[config.mk]
export PLATFORM = sky130hd
export DESIGN_NAME = vga_timing_gen
export DESIGN_NICKNAME = d
export VERILOG_FILES = /design/src/rtl/vga_pkg.sv /design/src/rtl/mod_counter.sv /design/src/rtl/vga_timing_gen.sv
export SDC_FILE = /design/constraint.sdc
export NUM_CORES = 1
export LEC_CHECK = 0
export ABC_AREA = 0
export CAP_MARGIN = 20
export CORE_MARGIN = 3
export CORE_UTILIZATION = 35
export CTS_CLUSTER_SIZE = 28
export DETAILED_ROUTE_END_ITERATION = 10
export GPL_TIMING_DRIVEN = 0
export HOLD_SLACK_MARGIN = 0.08
export PLACE_DENSITY_LB_ADDON = 0.05
export SYNTH_ARGS = -nofsm -noshare
export SYNTH_HDL_FRONTEND = slang
export SYNTH_HIERARCHICAL = 1
export SYNTH_SLANG_ARGS = --single-unit
[constraint.sdc]
create_clock -name clk -period 6.2 [get_ports clk]
set_input_delay 0.62 -clock clk [delete_from_list [all_inputs] [get_ports clk]]
set_output_delay 0.62 -clock clk [all_outputs]
set_load 0.01 [all_outputs]
[src/rtl/vga_pkg.sv]
// 640x480@60 Hz raster timing constants and the coordinate type shared by the VGA timing
// generator.
package vga_pkg;

  localparam int unsigned VGA_H_ACTIVE = 640;
  localparam int unsigned VGA_H_FP     = 16;
  localparam int unsigned VGA_H_SYNC   = 96;
  localparam int unsigned VGA_H_BP     = 48;
  localparam int unsigned VGA_V_ACTIVE = 480;
  localparam int unsigned VGA_V_FP     = 10;
  localparam int unsigned VGA_V_SYNC   = 2;
  localparam int unsigned VGA_V_BP     = 33;
  localparam logic        VGA_SYNC_POL = 1'b0;

  localparam int unsigned VGA_H_TOTAL = VGA_H_ACTIVE + VGA_H_FP + VGA_H_SYNC + VGA_H_BP;
  localparam int unsigned VGA_V_TOTAL = VGA_V_ACTIVE + VGA_V_FP + VGA_V_SYNC + VGA_V_BP;

  // Sync windows are half-open: [start, end).
  localparam int unsigned VGA_HS_START = VGA_H_ACTIVE + VGA_H_FP;
  localparam int unsigned VGA_HS_END   = VGA_HS_START + VGA_H_SYNC;
  localparam int unsigned VGA_VS_START = VGA_V_ACTIVE + VGA_V_FP;
  localparam int unsigned VGA_VS_END   = VGA_VS_START + VGA_V_SYNC;

  function automatic int unsigned coord_width(input int unsigned h_total,
                                              input int unsigned v_total);
    return $clog2((h_total > v_total) ? h_total : v_total);
  endfunction

  localparam int unsigned VGA_CW = coord_width(VGA_H_TOTAL, VGA_V_TOTAL);

  typedef logic [VGA_CW-1:0] coord_t;

endpackage

[src/rtl/mod_counter.sv]
// Modulo-MOD counter that resets to its last value, so the first enabled edge after reset
// wraps to zero. Also exposes its next-state value for registered look-ahead decode.
module mod_counter #(
  parameter int unsigned MOD = 800,
  parameter int unsigned W   = $clog2(MOD)
) (
  input  logic         clk,
  input  logic         rst,
  input  logic         en,
  output logic [W-1:0] count,
  output logic [W-1:0] count_next,
  output logic         wrap
);

  localparam logic [W-1:0] LAST = W'(MOD - 1);

  logic [W-1:0] r_count;
  logic [W-1:0] w_run;
  logic         w_at_last;

  assign w_at_last = (r_count == LAST);
  assign wrap      = en && w_at_last;

  always_comb begin
    w_run = r_count;
    if (en) begin
      w_run = w_at_last ? '0 : r_count + W'(1);
    end
  end

  assign count_next = rst ? LAST : w_run;
  assign count      = r_count;

  always_ff @(posedge clk) begin
    if (rst) begin
      r_count <= LAST;
    end else begin
      r_count <= w_run;
    end
  end

endmodule

[src/rtl/vga_timing_gen.sv]
// VGA raster timing generator: pixel coordinates plus sync, blanking and frame/line markers,
// all registered together so every output describes the same raster position.
module vga_timing_gen
  import vga_pkg::*;
#(
  parameter int unsigned H_ACTIVE = VGA_H_ACTIVE,
  parameter int unsigned H_FP     = VGA_H_FP,
  parameter int unsigned H_SYNC   = VGA_H_SYNC,
  parameter int unsigned H_BP     = VGA_H_BP,
  parameter int unsigned V_ACTIVE = VGA_V_ACTIVE,
  parameter int unsigned V_FP     = VGA_V_FP,
  parameter int unsigned V_SYNC   = VGA_V_SYNC,
  parameter int unsigned V_BP     = VGA_V_BP,
  parameter logic        SYNC_POL = VGA_SYNC_POL,
  localparam int unsigned H_TOTAL = H_ACTIVE + H_FP + H_SYNC + H_BP,
  localparam int unsigned V_TOTAL = V_ACTIVE + V_FP + V_SYNC + V_BP,
  localparam int unsigned CW      = coord_width(H_TOTAL, V_TOTAL)
) (
  input  logic          clk,
  input  logic          rst,
  output logic          hsync,
  output logic          vsync,
  output logic          video_on,
  output logic [CW-1:0] pixel_x,
  output logic [CW-1:0] pixel_y,
  output logic          frame_start,
  output logic          line_end
);

  localparam logic [CW-1:0] HA       = CW'(H_ACTIVE);
  localparam logic [CW-1:0] VA       = CW'(V_ACTIVE);
  localparam logic [CW-1:0] HS_START = CW'(H_ACTIVE + H_FP);
  localparam logic [CW-1:0] HS_END   = CW'(H_ACTIVE + H_FP + H_SYNC);
  localparam logic [CW-1:0] VS_START = CW'(V_ACTIVE + V_FP);
  localparam logic [CW-1:0] VS_END   = CW'(V_ACTIVE + V_FP + V_SYNC);
  localparam logic [CW-1:0] H_LAST   = CW'(H_TOTAL - 1);

  logic [CW-1:0] w_x_next;
  logic [CW-1:0] w_y_next;
  logic          w_h_wrap;
  logic          w_v_wrap;

  logic r_hsync;
  logic r_vsync;
  logic r_video_on;
  logic r_frame_start;
  logic r_line_end;

  mod_counter #(
    .MOD (H_TOTAL),
    .W   (CW)
  ) u_h_counter (
    .clk        (clk),
    .rst        (rst),
    .en         (1'b1),
    .count      (pixel_x),
    .count_next (w_x_next),
    .wrap       (w_h_wrap)
  );

  mod_counter #(
    .MOD (V_TOTAL),
    .W   (CW)
  ) u_v_counter (
    .clk        (clk),
    .rst        (rst),
    .en         (w_h_wrap),
    .count      (pixel_y),
    .count_next (w_y_next),
    .wrap       (w_v_wrap)
  );

  // Decoding the counters' next state lets these flops line up with pixel_x/pixel_y.
  always_ff @(posedge clk) begin
    if (rst) begin
      r_hsync       <= ~SYNC_POL;
      r_vsync       <= ~SYNC_POL;
      r_video_on    <= 1'b0;
      r_frame_start <= 1'b0;
      r_line_end    <= 1'b1;
    end else begin
      r_hsync       <= ((w_x_next >= HS_START) && (w_x_next < HS_END)) ? SYNC_POL : ~SYNC_POL;
      r_vsync       <= ((w_y_next >= VS_START) && (w_y_next < VS_END)) ? SYNC_POL : ~SYNC_POL;
      r_video_on    <= (w_x_next < HA) && (w_y_next < VA);
      r_frame_start <= (w_x_next == '0) && (w_y_next == '0);
      r_line_end    <= (w_x_next == H_LAST);
    end
  end

  assign hsync       = r_hsync;
  assign vsync       = r_vsync;
  assign video_on    = r_video_on;
  assign frame_start = r_frame_start;
  assign line_end    = r_line_end;

  logic w_unused;
  assign w_unused = w_v_wrap;

endmodule

==> summary.md <==
## Run status
• **result of the run** finished, final reports clean

## STA
• **Rel. slew slack** 48.9%
• **TNS Setup** 0 ns
• **RSZ-0062 raised after global routing** false
• **maximum clock frequency** 0.322 GHz
• **Tcrit/Tclk final** 50.1%
• **Final Max Tran Viols** 0
• **final setup violation count** 0
• **setup skew after layout** 0.00151 ns
• **Hold Vio Cnt, Final** 0
• **transition time at the pin with the least slew margin** 0.760 ns
• **minimum clock period** 3.11 ns

## Finish
• **storage element area** 500 sq um
• **area of the multi-input gates** 822 sq um
• **ratio of cells with drive above 1 in the final layout** 11.2%
• **antenna diode instance count** 0
• **P&R area growth vs syn** 29.0%
• **net total in the final layout** 185
• **final standard cell utilization of the core** 49.2%
• **finished layout cell area** 1720 sq um
• **Filler cells** 344

## Power
• **sw frac** 34.9%
• **sequential power share** 46.6%
• **ratio of total power to cell area** 255 nW/um^2
• **clock group share of total power** 21.9%
• **Leakage** 0.566 nW
• **P_sw** 0.153 mW
• **Int Pwr** 0.285 mW
• **proportion of power drawn by combinational gates** 31.6%
• **VDD IR max** 0.151 mV

## Route
• **Via Count** 1244
• **first-iteration detailed-routing DRC count** 54
• **post-detailed-routing wire length** 3.41 mm
• **number of detailed-route iterations in the first pass** 4
• **routed length per placed instance** 15.2 um
• **per-cell via count in the routed design** 5.53
• **DRT antenna net count** 0
• **final routed DRC violation total** 0

## Worst setup path
• **critical path capture point type** flip-flop
• **Worst R2R Setup Slack** 3.09 ns
• **kind of launch point of the worst setup path** flip-flop
• **type of the worst setup path** reg2reg
• **worst path required time** 6.37 ns
• **CP Data Arrival Time** 3.28 ns
• **biggest fanout along the worst timing path** 7

## Clock network
• **source-to-sink clock delay at the later pin of the worst-skew pair** 0.27 ns
• **Post-CTS Setup Bufs** 0
• **H-Tree Level Count** 1
• **TritonCTS clock tree** done
• **number of CTS-inserted buffers** 3
• **clock tree root buffer cell** sky130_fd_sc_hd__clkbuf_8
• **clock input transition at the sequential cells of the worst setup and hold paths** 0.09 ns
• **# resized after CTS** 0
• **TritonCTS Sinks** 25
• **number of hold-repair buffers added at the cts stage** 0
• **number of buffers on the longest clock path** 2

## Yosys
• **post-synthesis instance total** 143
• **Async S/R FF share, synth** 0%
• **share of the yosys chip area belonging to registers** 37.6%
• **most frequently used flop master after synthesis** sky130_fd_sc_hd__dfxtp_1
• **Mapped Avg Cell Area** 9.31 sq um
• **post-synthesis register bit count** 25
• **Yosys warning count** 6
• **Synth Cell Area** 1330 sq um
• **Cell variety after synth** 43
• **number of synthesized flops with an enable pin** 0

## Place
• **instance area at placement** 1670 sq um
• **number of I/O port buffers** 26
• **Detail Placement HPWL** 2.57 mm
• **final weighted congestion in routability-driven placement** 0.826

## Floorplan
• **die extent in x** 67.7 um
• **Die Footprint** 4580 sq um
• **I/O Pins** 27
• **initial core utilization** 38.1%
• **Core Footprint** 3490 sq um
• **vertical die dimension** 67.7 um
• **# rows** 21

## GRT
• **pin count of the biggest net entering global routing** 15
• **number of global-route vias before repair** 1159
• **sum of overflow across all layers after global routing** 0
• **global-route total usage across every layer** 16.6%
• **initial antenna violation count** 0
• **wire length of the first global-routing pass** 5.85 mm

## Flow run
• **max-cap viol count** 0

## Hold path
• **worst min path class** reg2reg

-- placed cells by master (no fill, tap or decap), types with 7 or more instances in the layout --
| cell | netlist | routed |
|---|---|---|
| sky130_fd_sc_hd__a21oi_1 | 7 | 7 |
| sky130_fd_sc_hd__clkdlybuf4s50_1 | 0 | 26 |
| sky130_fd_sc_hd__conb_1 | 1 | 7 |
| sky130_fd_sc_hd__dfxtp_1 | 25 | 25 |
| sky130_fd_sc_hd__nand4_1 | 8 | 8 |
| sky130_fd_sc_hd__nor2_1 | 7 | 7 |
| sky130_fd_sc_hd__nor4_1 | 8 | 8 |
| sky130_fd_sc_hd__o21ai_0 | 10 | 10 |
| sky130_fd_sc_hd__or3_1 | 7 | 7 |
-- layout make-up --
type / count / share of cell area [%]
plain buffers: 2 / 0.510
well taps: 46 / 3.35
multi-input cells: 116 / 47.9
clock buffers: 3 / 2.40
clock inverters: 1 / 0.291
inverters: 6 / 1.31
flip-flops and latches: 25 / 29.1
repair buffers: 26 / 15.1
-- critical path: stages, from the launching register on --
cell                        delay (ns)
sky130_fd_sc_hd__dfxtp_1          0.43
sky130_fd_sc_hd__ha_1             0.25
sky130_fd_sc_hd__nand4bb_1        0.23
sky130_fd_sc_hd__nor4_2           0.33
sky130_fd_sc_hd__buf_2            0.28
sky130_fd_sc_hd__nand4_1          0.15
sky130_fd_sc_hd__o31a_1           0.26
sky130_fd_sc_hd__nor4_1           0.67
sky130_fd_sc_hd__nor2_1           0.15
sky130_fd_sc_hd__nor4b_1          0.28
-- flip-flops by register name, summed over array words and instances (netlist names) --
| signal | count |
|---|---|
| video_on | 1 |
| frame_start | 1 |
| u_v_counter/count | 10 |
| u_h_counter/count | 10 |
| hsync | 1 |
| vsync | 1 |
| line_end | 1 |
-- routing by layer --
metal / global-route usage (%) / share of wire (%)
met1: 25.7 / 52
met2: 23.1 / 43
met3: 3.66 / 4.2
met4: 3.54 / 0.47
met5: 0 / 0
-- metrics by stage --
| step | cells | setup WS [ns] | hold WS (ns) | power [mW] |
|---|---|---|---|---|
| floorplan | 149 | 3.58 | 0.567 | 0.288 |
| global placement | 221 | 3.15 | 0.591 | 0.343 |
| detailed placement | 221 | 3.14 | 0.605 | 0.345 |
| CTS | 225 | 3.11 | 0.617 | 0.441 |
| global route | 225 | 2.79 | 0.656 | 0.465 |
| finish | 225 | 3.09 | 0.622 | 0.438 |
-- cells by family after synthesis --
kind of cell	count (synthesis)	synth area share, %
simple gates	68	35.8
buf+inv	8	2.35
xor+xnor	6	3.95
other cells	1	0.282
fa+ha+maj	3	2.82
compound gates	31	16.4
mux	1	0.752
flops	25	37.6
-- final timing paths --
path,end,depth (start not counted),start
min reg2reg,u_v_counter/count[8],2,u_v_counter/count[8]
max reg2reg,video_on,9,u_h_counter/count[0]
min,u_v_counter/count[8],2,u_v_counter/count[8]
max,video_on,9,u_h_counter/count[0]
-- Yosys cell counts (2+ instances only) --
cell type / instances / area share [%]
sky130_fd_sc_hd__xor2_1: 5 / 3.3
sky130_fd_sc_hd__nor2_1: 7 / 2.0
sky130_fd_sc_hd__nand4_1: 8 / 3.8
sky130_fd_sc_hd__nand4bb_1: 2 / 1.7
sky130_fd_sc_hd__o31a_1: 3 / 2.0
sky130_fd_sc_hd__nor3_1: 4 / 1.5
sky130_fd_sc_hd__nand3_1: 6 / 2.3
sky130_fd_sc_hd__nand2b_1: 2 / 0.94
sky130_fd_sc_hd__a21o_1: 2 / 1.1
sky130_fd_sc_hd__a21oi_2: 2 / 1.3
sky130_fd_sc_hd__nor4b_1: 2 / 1.3
sky130_fd_sc_hd__nor4_2: 3 / 2.8
sky130_fd_sc_hd__dfxtp_1: 25 / 38
sky130_fd_sc_hd__nor4_1: 8 / 3.8
sky130_fd_sc_hd__a21oi_1: 7 / 2.6
sky130_fd_sc_hd__or3_1: 7 / 3.3
sky130_fd_sc_hd__ha_1: 3 / 2.8
sky130_fd_sc_hd__or4_4: 2 / 1.7
sky130_fd_sc_hd__nand2_1: 6 / 1.7
sky130_fd_sc_hd__inv_1: 6 / 1.7
sky130_fd_sc_hd__o31ai_1: 2 / 1.1
sky130_fd_sc_hd__o21ai_0: 10 / 3.8
-- power by group through the flow --
stage	registers [mW]	logic, mW	clock network, mW
after floorplan	0.211	0.0776	0
after global placement	0.206	0.137	0
after detailed placement	0.207	0.137	0
after CTS	0.204	0.138	0.0996
after global routing	0.208	0.151	0.107
final	0.204	0.138	0.0958
(Power assumes the default switching activity.)
